`config.mk`:
```
export PLATFORM = sky130hd
export DESIGN_NAME = step_dir_decoder
export DESIGN_NICKNAME = d
export VERILOG_FILES = /design/src/rtl/step_dir_decoder.sv
export SDC_FILE = /design/constraint.sdc
export NUM_CORES = 1
export LEC_CHECK = 0
export CORE_MARGIN = 2
export CORE_UTILIZATION = 52
export DETAILED_ROUTE_END_ITERATION = 16
export PLACE_DENSITY = 0.72
export SYNTH_ARGS = -nofsm -noshare
export SYNTH_HDL_FRONTEND = slang
export SYNTH_SLANG_ARGS = --single-unit
```
`constraint.sdc`:
```
create_clock -name clk -period 7.9 [get_ports clk]
set_clock_uncertainty 0.2 [all_clocks]
set_input_delay 1.58 -clock clk [delete_from_list [all_inputs] [get_ports clk]]
set_output_delay 1.58 -clock clk [all_outputs]
set_load 0.1 [all_outputs]
```
`src/rtl/step_dir_decoder.sv`:
```
// Step/dir/home pin decoder with pulse filter, position and period tracking.
// Avalon-MM slave for closed-loop feedback and driver loopback checks.
module step_dir_decoder #(
    parameter int POS_WIDTH    = 32,
    parameter int PERIOD_WIDTH = 24,
    parameter int SYNC_STAGES  = 2,
    parameter int MIN_PULSE    = 25
) (
    input  logic        clk,
    input  logic        reset,
    input  logic        step_in,
    input  logic        dir_in,
    input  logic        home_in,
    input  logic [2:0]  avs_address,
    input  logic        avs_read,
    output logic [31:0] avs_readdata,
    input  logic        avs_write,
    input  logic [31:0] avs_writedata
);

    localparam int HW = $clog2(MIN_PULSE + 1);
    localparam int SL = SYNC_STAGES - 1;

    typedef enum logic [1:0] {IDLE, QUAL, HELD} state_t;

    state_t state, state_n;
    logic [HW-1:0] hcnt, hcnt_n;

    logic [SL:0] step_sy, dir_sy, home_sy, primed;
    logic step_s, dir_s, home_s;
    logic step_q, home_q, armed;

    logic [POS_WIDTH-1:0] position, home_pos;
    logic [POS_WIDTH-1:0] pos_step, pos_upd;
    logic [PERIOD_WIDTH-1:0] pcnt, step_period;

    logic stale, homed, glitch;
    logic enable, invert_dir, zero_on_home;
    logic accept, glitch_set, d;
    logic step_rise, home_rise;
    logic wr_pos, wr_stat, wr_ctl;
    logic [31:0] rdata;
    logic unused_wdata;

    assign unused_wdata = ^avs_writedata;

    assign step_s = step_sy[SL];
    assign dir_s  = dir_sy[SL];
    assign home_s = home_sy[SL];

    always_ff @(posedge clk or posedge reset) begin
        if (reset) begin
            step_sy <= '0;
            dir_sy  <= '0;
            home_sy <= '0;
            primed  <= '0;
            step_q  <= 1'b0;
            home_q  <= 1'b0;
            armed   <= 1'b0;
        end else begin
            step_sy <= {step_sy[SL-1:0], step_in};
            dir_sy  <= {dir_sy[SL-1:0], dir_in};
            home_sy <= {home_sy[SL-1:0], home_in};
            primed  <= {primed[SL-1:0], 1'b1};
            step_q  <= step_s;
            home_q  <= home_s;
            // a line already high out of reset must drop before it counts
            if (primed[SL] && !step_s)
                armed <= 1'b1;
        end
    end

    assign step_rise = step_s & ~step_q & armed;
    assign home_rise = enable & home_s & ~home_q & primed[SL];

    always_ff @(posedge clk or posedge reset) begin
        if (reset) begin
            state <= IDLE;
            hcnt  <= '0;
        end else begin
            state <= state_n;
            hcnt  <= hcnt_n;
        end
    end

    always_comb begin
        state_n    = state;
        hcnt_n     = hcnt;
        accept     = 1'b0;
        glitch_set = 1'b0;
        if (!enable) begin
            state_n = IDLE;
            hcnt_n  = '0;
        end else begin
            unique case (state)
                IDLE: begin
                    if (step_rise) begin
                        if (MIN_PULSE == 1) begin
                            accept  = 1'b1;
                            state_n = HELD;
                        end else begin
                            state_n = QUAL;
                            hcnt_n  = HW'(1);
                        end
                    end
                end
                QUAL: begin
                    if (!step_s) begin
                        glitch_set = 1'b1;
                        state_n    = IDLE;
                    end else if (hcnt == HW'(MIN_PULSE - 1)) begin
                        accept  = 1'b1;
                        state_n = HELD;
                    end else begin
                        hcnt_n = hcnt + HW'(1);
                    end
                end
                HELD: begin
                    if (!step_s)
                        state_n = IDLE;
                end
                default: state_n = IDLE;
            endcase
        end
    end

    assign wr_pos  = avs_write && (avs_address == 3'd0);
    assign wr_stat = avs_write && (avs_address == 3'd3);
    assign wr_ctl  = avs_write && (avs_address == 3'd4);

    assign d = dir_s ^ invert_dir;

    always_comb begin
        pos_step = position;
        if (accept)
            pos_step = d ? position + POS_WIDTH'(1)
                         : position - POS_WIDTH'(1);
        pos_upd = wr_pos ? avs_writedata[POS_WIDTH-1:0] : pos_step;
    end

    always_ff @(posedge clk or posedge reset) begin
        if (reset) begin
            position <= '0;
            home_pos <= '0;
            homed    <= 1'b0;
            glitch   <= 1'b0;
        end else begin
            if (home_rise && zero_on_home && !wr_pos)
                position <= '0;
            else
                position <= pos_upd;
            if (home_rise)
                home_pos <= pos_upd;
            if (home_rise)
                homed <= 1'b1;
            else if (wr_stat && avs_writedata[2])
                homed <= 1'b0;
            if (glitch_set)
                glitch <= 1'b1;
            else if (wr_stat && avs_writedata[4])
                glitch <= 1'b0;
        end
    end

    always_ff @(posedge clk or posedge reset) begin
        if (reset) begin
            pcnt         <= '0;
            step_period  <= '0;
            stale        <= 1'b0;
            enable       <= 1'b0;
            invert_dir   <= 1'b0;
            zero_on_home <= 1'b0;
        end else begin
            if (!enable) begin
                pcnt <= '0;
            end else if (accept) begin
                step_period <= pcnt;
                pcnt        <= PERIOD_WIDTH'(1);
                stale       <= 1'b0;
            end else if (pcnt == '1) begin
                step_period <= '0;
                stale       <= 1'b1;
            end else begin
                pcnt <= pcnt + PERIOD_WIDTH'(1);
            end
            // toggling enable restarts the period measurement
            if (wr_ctl && (avs_writedata[0] != enable))
                stale <= 1'b1;
            if (wr_ctl) begin
                enable       <= avs_writedata[0];
                invert_dir   <= avs_writedata[1];
                zero_on_home <= avs_writedata[2];
            end
        end
    end

    always_comb begin
        rdata = '0;
        case (avs_address)
            3'd0: rdata = 32'($signed(position));
            3'd1: rdata = 32'(step_period);
            3'd2: rdata = 32'($signed(home_pos));
            3'd3: rdata = {27'd0, glitch, stale, homed, home_s, dir_s};
            3'd4: rdata = {29'd0, zero_on_home, invert_dir, enable};
            default: rdata = '0;
        endcase
    end

    always_ff @(posedge clk or posedge reset) begin
        if (reset)
            avs_readdata <= '0;
        else if (avs_read)
            avs_readdata <= rdata;
    end

endmodule

```
==> results.tsv, run 1 <==
stage	metric	value	unit
sta	count of final setup violators	0	
detailed_routing	first drt pass iteration count	5	
sta	Fin. Hold Viols	0	
clock_network	CTS resizes	0	
finish	register area	4204	um2
synth	synthesized area	9468	um2
finish	Final Util	60.57	%
global_route	largest net degree at the start of global routing	91	
synth	syn_nets	1097	
detailed_routing	wire length on met2	12100	um
finish	antenna cells	0	
finish	commonest non-fill, non-tap cell in the layout	dfrtp_1	
power	worst vdd ir	0.1539	mV
synth	post-synthesis cell count	1051	
run	Max Cap Viol	0	
sta	RSZ-0062 raised after global routing	no	
finish	commonest cells after routing, fill and taps aside	dfrtp_1, nand2_1, nor2_1	
detailed_routing	remaining antenna violation count	0	
critical_path	crit path launch type	input pin	
clock_network	Max clock buf depth	2	
detailed_routing	drt total wl	26060	um
clock_network	Worst-Skew Late Latency	0.43	ns
finish	multi-input logic area	4768	um2
finish	share of cells above drive strength 1	6.365	%
clock_network	clk sink count	168	
critical_path	Arr. time, crit path	4.74	ns
floorplan	Die W	138.9	um
synth	top cell type's share of synthesized area	44.40	%
synth	Avg Cell Area, Syn	9.008	um2
sta	Setup Total Neg Slack	0	ns
synth	number of synthesized flops with an enable pin	0	
synth	Synth area leaders	dfrtp_1, mux2i_1, nand2_1, nor2_1, clkbuf_1	
critical_path	crit-path max FO	30	
power	power density cells	251.5	nW/um2
placed_design	dpl ws	2.906	ns
hold_path	hold path cells	0	
critical_path	Critical Path Sink Type	flip-flop	
finish	Layout Nets	1118	
detailed_routing	# DRC	0	
floorplan	Ports	74	
placed_design	Post-Place Cells	1282	
synth	synth unique cells	71	
clock_network	CTS buffer count	17	
floorplan	die extent in y	138.9	um
synth	Synth Flop Type	dfrtp_1	
finish	P&R area growth vs syn	14.52	%
placed_design	Detail Placement HPWL	17930	um
global_route	global route overflow	0	
sta	fin. max-slew vios	0	
sta	relative slew slack	27.06	%
synth	synth warn	0	
global_route	global-route wire length before repair	42810	um
synth	sequential cell area fraction in the yosys report	44.40	%
placed_design	# port buffers	73	
synth	Synth Register Bits	168	
clock_network	clock root buffer	clkbuf_16	
clock_network	hold_buf cts	0	
sta	Final Cycle Share	58.62	%
synth	asr flop ratio synth	100.0	%
detailed_routing	highest metal used	met4	
floorplan	die area	19300	um2
clock_network	Post-CTS Setup Repair Bufs	0	
detailed_routing	Vias	8181	
detailed_routing	DRT iter0 DRCs	755	
sta	worst-margin pin slew	1.091	ns
floorplan	core area	17900	um2
floorplan	num rows	49	
global_route	gr usage total	27.72	%
power	Leakage	4.416	nW
global_route	vias in the first global route	7778	
hold_path	worst hold path class	reg -> reg	
clock_network	clock slew at reported path FFs	0.06	ns
detailed_routing	Met1 Wirelength	11730	um
finish	final cell count without fillers	1313	
detailed_routing	WL/cell	19.85	um
detailed_routing	met3 routed WL	1353	um
floorplan	Initial Util	52.89	%
critical_path	Crit Path Class	in -> reg	
synth	area leader, netlist	dfrtp_1	
critical_path	Critical Path RT	8.01	ns
detailed_routing	Via density	6.231	
clock_network	H-tree depth	4	
run_status	status	completed	
finish	fillers	1557	
critical_path	Reg2Reg Depth	11	
clock_network	TritonCTS clock tree	yes	
sta	Final min period	4.631	ns
sta	Achievable Freq	0.2160	GHz
placed_design	GPL Wtd Cong	0.9052	
sta	final worst slack	3.269	ns
global_route	initial antenna violation count	0	
metal layers:
layer | vias up | GRT usage, %
met3 | 51 | 4.765
met4 | 0 | 10.26
met2 | 321 | 42.49
met5 | - | 0
met1 | 3986 | 39.87
li1 | 3823 | -
final timing paths:
check                                from           end  slack (ns)
setup reg to reg               invert_dir  home_pos[24]        4.11
hold reg to reg                step_sy[0]    step_sy[1]        0.15
min in group asynchronous           reset       pcnt[4]        1.50
hold / removal                 step_sy[0]    step_sy[1]        0.15
setup / recovery           avs_address[0]  position[30]        3.27
max in group asynchronous           reset  home_pos[27]        4.46
through the flow:
step	power, mW	cell area, um2	hold WS, ns
after floorplan	1.682	9468	0.1312
after global placement	1.872	10240	0.1328
after detailed placement	1.886	10240	0.1364
after CTS	2.729	10840	0.1506
after global routing	2.861	10840	0.1522
final	2.727	10840	0.1488
flip-flops by register name, indices dropped and copies added (netlist names), 2 cells and up:
register      count
avs_readdata     32
home_pos         32
position         32
pcnt             24
step_period      24
hcnt              5
dir_sy            2
home_sy           2
primed            2
state             2
step_sy           2
cell usage after synthesis, types with 3 or more instances:
| cell type | number |
|---|---|
| a211oi_1 | 3 |
| a21oi_1 | 48 |
| a221o_1 | 11 |
| a22o_1 | 25 |
| a22oi_1 | 8 |
| a31oi_1 | 6 |
| and2_1 | 9 |
| and3_1 | 18 |
| and4_1 | 6 |
| buf_1 | 6 |
| buf_2 | 6 |
| buf_4 | 4 |
| clkbuf_1 | 66 |
| dfrtp_1 | 168 |
| ha_1 | 4 |
| inv_1 | 44 |
| mux2_2 | 3 |
| mux2i_1 | 52 |
| mux4_2 | 5 |
| nand2_1 | 113 |
| nand2b_1 | 3 |
| nand3_1 | 35 |
| nand4_1 | 23 |
| nand4b_1 | 3 |
| nor2_1 | 99 |
| nor2b_1 | 3 |
| nor3_1 | 32 |
| nor3b_1 | 5 |
| nor4_1 | 19 |
| nor4b_1 | 4 |
| o211ai_1 | 3 |
| o21a_1 | 3 |
| o21ai_0 | 48 |
| o22ai_1 | 34 |
| o31ai_1 | 6 |
| or2_2 | 4 |
| or3_1 | 24 |
| or4_1 | 8 |
| xnor2_1 | 23 |
| xor2_1 | 25 |
where the power goes:
part / switching (mW) / total, mW / internal, mW
Clock: 0.345 / 0.845 / 0.500
Combinational: 0.453 / 0.706 / 0.253
Sequential: 0.191 / 1.18 / 0.985
Total: 0.989 / 2.73 / 1.74
layout make-up:
cell class	count	share of cell area, %
tap	229	2.643
timing repair buffer	85	7.524
clock buffer	22	4.466
clock inverter	9	1.050
inverter	44	1.569
sequential	168	38.77
multi-input combinational	756	43.98
kinds of logic after synthesis:
logic type,share of synthesized area (%)
other,0.03961
XOR/XNOR,4.784
adder cells (fa/ha/maj),0.5286
buffers and inverters,5.352
multiplexers,7.044
AO/OA/AOI/OAI,16.11
AND/OR/NAND/NOR,21.74
flip-flops,44.40
worst max-delay path, cell delays in order:
cell	delay (ns)
clkdlybuf4s50_1	1.19
nor2_1	0.11
nand3_1	0.12
buf_4	0.30
and3_1	0.64
or2_2	0.45
nor3_1	0.09
o21ai_0	0.16
nand3_1	0.09
Power figures use the tool's default switching activity.
==> run 2, diff against run 1 <==
Settings changed: PLACE_DENSITY 0.72 to 0.75.
Clock period 7.9 ns to 3.8 ns, I/O delays scaled along.
==> run 2 against run 1 <==
Sequential power grew 110%. Setup slack worse by 2.7 ns. Largest cell class unchanged. Die area did not move.
==> results.tsv, run 2 (same netlist as run 1, synthesis figures left out) <==
stage	metric	value	unit
run_status	status	completed	
sta	Achievable Freq	0.3061	GHz
critical_path	Crit Path Class	reg -> reg	
power	sw frac	37.00	%
detailed_routing	met3 routed WL	1581	um
critical_path	Critical Path Most Common Cell	mux2i_1	
detailed_routing	first drt pass iteration count	5	
power	Sw Pwr	2.107	mW
clock_network	hold_buf cts	0	
global_route	vias in the first global route	7868	
clock_network	clock slew at reported path FFs	0.07	ns
placed_design	# port buffers	73	
critical_path	FF-to-FF setup slack	0.53	ns
finish	commonest cells after routing, fill and taps aside	dfrtp_1, nand2_1, nor2_1	
clock_network	H-tree depth	4	
critical_path	Critical Path, Cell by Cell	xnor2_2 > xnor2_1 > ha_1 > or3_1 > a21oi_1 > a2111oi_4 > o2111ai_2 > mux2i_1 > mux2i_1 > a221o_1	
detailed_routing	DRT iter0 DRCs	902	
clock_network	TritonCTS clock tree	yes	
placed_design	GPL Wtd Cong	0.9888	
detailed_routing	WL/cell	20.08	um
sta	worst-margin pin slew	0.9825	ns
run	Max Cap Viol	0	
sta	Final Cycle Share	85.97	%
placed_design	Detail Placement HPWL	18680	um
global_route	global route overflow	0	
critical_path	crit path launch type	flip-flop	
finish	design area	10960	um2
clock_network	clock root buffer	clkbuf_16	
floorplan	core area	17900	um2
hold_path	worst hold path class	reg -> reg	
finish	Layout Nets	1130	
detailed_routing	wire length on met2	12370	um
sta	count of final setup violators	0	
critical_path	delay-heaviest family, CP	compound AO/OA/AOI/OAI gates	
clock_network	CTS resizes	0	
clock_network	Post-CTS Setup Repair Bufs	0	
power	worst vdd ir	0.3842	mV
finish	P&R area growth vs syn	15.78	%
detailed_routing	Met1 Wirelength	11760	um
detailed_routing	drt total wl	26590	um
detailed_routing	highest metal used	met4	
global_route	global-route wire length before repair	43130	um
critical_path	crit-path max FO	6	
finish	share of cells above drive strength 1	7.397	%
power	power density cells	519.6	nW/um2
floorplan	num rows	49	
floorplan	die extent in y	138.9	um
detailed_routing	# DRC	0	
power	logic gate share of total power	26.7	%
detailed_routing	Via density	6.224	
critical_path	Arr. time, crit path	3.38	ns
clock_network	Worst-Skew Late Latency	0.43	ns
clock_network	CTS buffer count	17	
floorplan	Die W	138.9	um
power	Seq pwr share	42.7	%
global_route	largest net degree at the start of global routing	60	
placed_design	placed inst area	10380	um2
power	Int Pwr	3.588	mW
floorplan	die area	19300	um2
clock_network	Max clock buf depth	2	
detailed_routing	remaining antenna violation count	0	
power	Clock power frac	30.6	%
floorplan	Initial Util	52.89	%
finish	Regs by FF count	avs_readdata x32, home_pos x32, position x32	
floorplan	Ports	74	
sta	fin. max-slew vios	0	
power	Leakage	4.483	nW
critical_path	max incr delay on CP	0.59	ns
global_route	gr usage total	28.24	%
clock_network	clk sink count	168	
finish	commonest non-fill, non-tap cell in the layout	dfrtp_1	
sta	RSZ-0062 raised after global routing	no	
sta	Fin. Hold Viols	0	
critical_path	Critical Path Sink Type	flip-flop	
detailed_routing	Vias	8240	
finish	antenna cells	0	
sta	Setup Total Neg Slack	0	ns
critical_path	Critical Path Slowest Stage Cell	a2111oi_4	
global_route	initial antenna violation count	0	
sta	relative slew slack	34.26	%
critical_path	worst path bufs/invs	0	
critical_path	Critical Path RT	3.92	ns
sta	Final min period	3.267	ns
run 2: cell count changes in the layout (fill, tap and decap cells not counted):
cell / change
inv_8: +1
clkinv_2: +1
clkinv_4: -2
buf_4: +8
buf_12: +4
clkbuf_1: -1
clkinvlp_4: +1
clkbuf_8: -3
inv_6: +2
run 2: worst paths after layout:
kind / to / from / cells after the start
min in group asynchronous: step_sy[1] / reset / 2
max in group asynchronous: pcnt[22] / reset / 3
worst min register to register: step_sy[1] / step_sy[0] / 0
worst min-delay path: step_sy[1] / step_sy[0] / 0
worst max register to register: home_pos[28] / invert_dir / 10
worst max-delay path: home_pos[28] / invert_dir / 10
run 2: per-layer routing:
metal | track usage, % | up-vias
met2 | 44.15 | 334
li1 | - | 3839
met5 | 0 | -
met3 | 4.593 | 48
met1 | 39.69 | 4019
met4 | 11.27 | 0
run 2: power groups by stage:
| stage | combinational, mW | sequential, mW | clock, mW |
|---|---|---|---|
| 3_3_place_gp | 1.48 | 2.44 | 0 |
| 2_1_floorplan | 1.02 | 2.48 | 0 |
| 6_report | 1.52 | 2.43 | 1.74 |
| 5_1_grt | 1.66 | 2.47 | 1.83 |
| 4_1_cts | 1.52 | 2.42 | 1.75 |
| 3_5_place_dp | 1.51 | 2.45 | 0 |
run 2: through the flow:
stage	setup WS (ns)	power, mW	utilization, %	cells	hold WS, ns
floorplan	0.09357	3.498	-	1051	0.1312
global placement	0.6607	3.923	58.00	1294	0.1323
detailed placement	0.6247	3.956	58.00	1294	0.1356
CTS	0.5643	5.685	61.23	1324	0.1496
global route	0.4066	5.956	61.23	1324	0.1554
finish	0.5330	5.696	61.23	1324	0.1496
run 2: final cells by class:
type	instances	area, um2
fill	1482	6940
multi-input combinational	756	4768
sequential	168	4204
timing repair buffer	97	955.9
clock buffer	18	439.2
tap	229	286.5
inverter	44	168.9
clock inverter	12	138.9
==> run 3, diff against run 2 <==
Settings changed: CORE_ASPECT_RATIO from default to 1.75, CTS_CLUSTER_DIAMETER from default to 60.
==> run 3 against run 2 <==
Design area increased by 0.68%. Core utilization up 0.17 points. Sequential share of layout area decreased by 0.26 points. Critical path type unchanged. Sequential cell count did not move. Register-to-register slack lost 0.05 ns. Clock power barely moved. Fmax shrank 1.4%.
==> results.tsv, run 3 (same netlist as run 1, synthesis figures left out) <==
stage	metric	value	unit
run_status	status	completed	
clock_network	Max clock buf depth	2	
sta	Setup Total Neg Slack	0	ns
clock_network	clock root buffer	clkbuf_16	
detailed_routing	remaining antenna violation count	0	
detailed_routing	met3 routed WL	1340	um
power	power density cells	522.3	nW/um2
finish	share of cells above drive strength 1	8.152	%
floorplan	Ports	74	
global_route	global route overflow	0	
finish	multi-input logic area	4768	um2
detailed_routing	Met1 Wirelength	10520	um
clock_network	Worst-Skew Late Latency	0.44	ns
clock_network	hold_buf cts	0	
detailed_routing	WL/cell	21.26	um
finish	commonest cells after routing, fill and taps aside	dfrtp_1, nand2_1, nor2_1	
clock_network	CTS buffer count	17	
power	Leakage	4.510	nW
critical_path	Critical Path Sink Type	flip-flop	
sta	fin. max-slew vios	0	
clock_network	TritonCTS clock tree	yes	
critical_path	delay-heaviest family, CP	compound AO/OA/AOI/OAI gates	
power	worst vdd ir	0.5426	mV
critical_path	Critical Path Slowest Stage Cell	dfrtp_1	
global_route	vias in the first global route	8333	
critical_path	Arr. time, crit path	3.44	ns
clock_network	CTS resizes	0	
sta	Fin. Hold Viols	0	
floorplan	Initial Util	52.68	%
finish	register area	4204	um2
floorplan	num rows	65	
detailed_routing	Via density	6.313	
finish	Regs by FF count	avs_readdata x32, home_pos x32, position x32	
sta	Final Cycle Share	87.19	%
finish	Final Util	61.41	%
floorplan	die area	19350	um2
floorplan	core area	17970	um2
critical_path	max incr delay on CP	0.47	ns
global_route	initial antenna violation count	0	
placed_design	# port buffers	73	
detailed_routing	highest metal used	met4	
critical_path	Critical Path Most Common Cell	mux2i_1	
clock_network	clock slew at reported path FFs	0.08	ns
critical_path	crit path launch type	flip-flop	
global_route	gr usage total	30.51	%
finish	commonest non-fill, non-tap cell in the layout	dfrtp_1	
finish	fillers	1532	
detailed_routing	wire length on met2	14060	um
global_route	global-route wire length before repair	45490	um
critical_path	worst path bufs/invs	0	
detailed_routing	Vias	8447	
critical_path	crit-path max FO	6	
sta	Achievable Freq	0.3018	GHz
run	Max Cap Viol	0	
detailed_routing	drt total wl	28450	um
critical_path	Critical Path RT	3.93	ns
detailed_routing	first drt pass iteration count	5	
sta	Final min period	3.313	ns
critical_path	Critical Path, Cell by Cell	xnor2_2 > xnor2_1 > ha_1 > or3_1 > a21oi_1 > a2111oi_4 > o2111ai_2 > mux2i_1 > mux2i_1 > a221o_1	
finish	P&R area growth vs syn	16.57	%
placed_design	Detail Placement HPWL	20670	um
sta	worst-margin pin slew	0.9979	ns
detailed_routing	DRT iter0 DRCs	538	
sta	RSZ-0062 raised after global routing	no	
placed_design	GPL Wtd Cong	0.9837	
hold_path	worst hold path class	reg -> reg	
sta	relative slew slack	33.26	%
sta	count of final setup violators	0	
floorplan	die extent in y	182.5	um
finish	Layout Nets	1137	
finish	antenna cells	0	
clock_network	clk sink count	168	
clock_network	Post-CTS Setup Repair Bufs	0	
floorplan	Die W	106	um
clock_network	H-tree depth	4	
critical_path	Crit Path Class	reg -> reg	
global_route	largest net degree at the start of global routing	55	
detailed_routing	# DRC	0	
-- run 3: power by group --
part	leakage, nW	switching (mW)	internal (mW)
sequential	2.16	0.391	2.05
combinational	2.06	0.997	0.556
clock	0.287	0.832	0.943
-- run 3: through the flow --
stage / instances / area (um2) / setup WS, ns / power, mW / hold WS, ns
global placement: 1306 / 10430 / 0.6402 / 3.970 / 0.1329
detailed placement: 1306 / 10430 / 0.5770 / 3.992 / 0.1347
global route: 1338 / 11040 / 0.3531 / 6.024 / 0.1504
CTS: 1338 / 11040 / 0.5494 / 5.759 / 0.1427
floorplan: 1051 / 9472 / 0.09357 / 3.498 / 0.1312
finish: 1338 / 11040 / 0.4869 / 5.765 / 0.1418
-- run 3: path summary, 6_finish.rpt --
path | start | to | slack (ns) | cells after the start
setup / recovery | invert_dir | home_pos[24] | 0.49 | 10
hold / removal | primed[0] | primed[1] | 0.14 | 0
setup reg to reg | invert_dir | home_pos[24] | 0.49 | 10
hold reg to reg | primed[0] | primed[1] | 0.14 | 0
max in group asynchronous | reset | position[20] | 2.21 | 3
min in group asynchronous | reset | home_pos[18] | 0.52 | 2
-- run 3: area by class of cell --
class	instances	area share (%)
inverter	44	1.530
timing repair buffer	104	9.024
sequential	168	38.09
clock buffer	17	3.854
clock inverter	15	1.644
tap	234	2.653
multi-input combinational	756	43.20
-- run 3: worst reg2reg max path, stage by stage, from the launching register on --
cell and delay (ns):
dfrtp_1 0.47, xnor2_2 0.19, xnor2_1 0.14, ha_1 0.24, or3_1 0.31, a21oi_1 0.38, a2111oi_4 0.15, o2111ai_2 0.27
mux2i_1 0.46, mux2i_1 0.13, a221o_1 0.26
-- run 3: routing by layer --
metal	GRT usage, %	up-vias
met1	34.66	4112
met3	4.179	118
met4	24.21	0
met5	0	-
li1	-	3874
met2	51.05	343
==> variant: new RTL, config.mk and constraints of run 3 <==
Set the parameter `MIN_PULSE` to 50 (it was 25).
--- a/src/rtl/step_dir_decoder.sv
+++ b/src/rtl/step_dir_decoder.sv
@@ -4,7 +4,7 @@
     parameter int POS_WIDTH    = 32,
     parameter int PERIOD_WIDTH = 24,
     parameter int SYNC_STAGES  = 2,
-    parameter int MIN_PULSE    = 25
+    parameter int MIN_PULSE    = 50
 ) (
     input  logic        clk,
     input  logic        reset,
Check against the original RTL: same outputs for any inputs over 4 cycles, from zero or initial values and one cycle with reset high; that may be too few to reach the edited logic, so the function may still have changed.
==> variant against run 3 <==
Sequential cell count increased by 1. Final cell count is 1.9% lower. Via count is 4.4% lower. Setup slack lost 0.035 ns. Design area shrank 1.1%. Routed wire length shrank 4.7%. Area after synthesis is 0.75% lower. Power shrank 0.71%. Clock power fell by 2%. Largest power group unchanged. Highest routed layer unchanged.
==> variant: results (changes against run 3) <==
run status=finished clean; antenna violations before repair=1 (+1); delay-heaviest family, CP=simple AND/OR/NAND/NOR gates; commonest cells in the synthesized netlist=dfrtp_1, nor2_1, nand2_1; Setup TNS Final=0 ns (unchanged); fraction of layout cells with a size suffix above 1=10.0% (+1.9 points); Async S/R FF share, synth=100% (unchanged); IO Port Bufs=73 (unchanged); type of the most critical hold path=flop to flop; ranking of synthesized cells by area=dfrtp_1, nor2_1, mux2i_1; First-pass DRT Iterations=5 (unchanged); relative max-transition margin=34.2% (+0.98 points); total number of H-tree levels=4 (unchanged); distinct cell type count after synthesis=79 (+11%); residual DRC count=0 (unchanged); multiplexer share of the synthesized area=7.11% (+0.067 points); placement-stage worst setup slack=0.375 ns (-0.202 ns); number of global-route vias before repair=8002 (-4.0%); R2R cell count=10 (unchanged); Post-DP Area=10300 sq um (-1.0%); Max Root-Sink Buffers=2 (unchanged); number of vias after detailed routing=8074 (-4.4%); min Tclk post-route=3.35 ns (+0.0354 ns); adder-cell area share of the yosys netlist=0.533% (+0.0040 points); part of the Yosys area used for sequential elements=45.0% (+0.60 points); data arrival time of the worst path=3.49 ns (+0.05 ns); clock insertion delay at the later pin of the skew report=0.44 ns (about the same); Slowest Stage Delay on Critical Path=0.48 ns; worst setup path startpoint=dir_sy[1]; Tot GR Track Use=29.1% (-1.4 points); cell total after placement=1279 (-2.1%); first-pass GRT wire length=43000 microns (-5.4%); Iter 0 DRT Violations=587 (+9.1%); Avg Synthesized Cell Area=9.23 sq um (+2.5%); clock input transition at the sequential cells of the worst setup and hold paths=0.07 ns; mean number of vias per cell=6.15 (-2.5%); total leakage power=4.48 nW (-0.68%); setup repair bufs after CTS=0 (unchanged); Syn. warnings=0 (unchanged); DP Wirelength=20000 microns (-3.1%); setup slack on the worst flop-to-flop path=0.45 ns (-0.04 ns); RePlAce Congestion=0.978 (-0.57%); xor and xnor area share after synthesis=5.38% (+0.60 points); worst IR drop on VDD=0.391 mV (-28%); Switch Pwr=2.09 mW (-5.9%); pin count of the biggest net entering global routing=48 (-13%); GRT overflow=0 (unchanged); number of buffers created by CTS=17 (unchanged); CTS Root Buffer Type=clkbuf_16; registers with the most flip-flops=avs_readdata x32, home_pos x32, position x32; DR WL/cell=20.7 microns (-2.8%); post-synthesis compound-gate area fraction=15.6% (-0.56 points); worst setup path endpoint=position[24]; number of instances resized during post-cts repair=0 (unchanged); Crit-path slowest cell=nor4_2; Nets=1110 (-2.4%); worst-path maximum fanout=5 (-1)
variant: changes by cell type in the layout (fill, tap and decap cells not counted), sizes merged, moves of 10 or more:
cell,run 3,this run
nand2,113,101
nor2,99,114
nor3,33,20
a221o,11,0
or3,24,10
mux2i,52,42
variant: layout make-up:
class | count | area [sq um]
multi-input combinational | 729 | 4620
clock buffer | 19 | 443
antenna | 1 | 2.50
clock inverter | 13 | 144
fill | 1547 | 6980
tap | 234 | 293
inverter | 42 | 161
sequential | 169 | 4230
timing repair buffer | 105 | 1030
variant: worst min path at each step:
stage | from | to | cells past startpoint
after detailed placement | step_sy[0] | step_sy[1] | 0
after floorplan | dir_sy[0] | dir_sy[1] | 0
after global placement | primed[0] | primed[1] | 0
final | step_sy[0] | step_sy[1] | 0
after global routing | primed[0] | primed[1] | 0
after CTS | dir_sy[0] | dir_sy[1] | 0
variant: routing by layer:
| layer | wire length [microns] | GRT usage (%) | up-vias | share of wire (%) |
|---|---|---|---|---|
| met5 | 0 | 0 | - | 0 |
| met1 | 9520 | 31.7 | 3920 | 35 |
| li1 | - | - | 3722 | - |
| met2 | 14200 | 50.8 | 329 | 52 |
| met3 | 1510 | 4.67 | 103 | 5.6 |
| met4 | 1900 | 20.4 | 0 | 7.0 |
variant: per-stage QoR:
stage                     utilization, %  hold slack (ns)
final                               61.0            0.148
after global routing                61.0            0.155
after CTS                           61.0            0.150
after detailed placement            57.7            0.138
after global placement              57.7            0.132
after floorplan                        -            0.131
variant: logic make-up (layout without fill, tap and decap cells):
family	count (synthesis)	count (layout)
mux	59	59
fa+ha+maj	4	4
compound gates	226	226
xor+xnor	56	56
buf+inv	120	179
flops	169	169
simple gates	383	383
other cells	1	2
variant: power by group through the flow:
stage / combinational, mW / clock (mW) / sequential (mW)
after floorplan: 0.990 / 0 / 2.54
after global placement: 1.50 / 0 / 2.46
after detailed placement: 1.53 / 0 / 2.47
after CTS: 1.53 / 1.76 / 2.44
after global routing: 1.66 / 1.83 / 2.49
final: 1.54 / 1.73 / 2.46
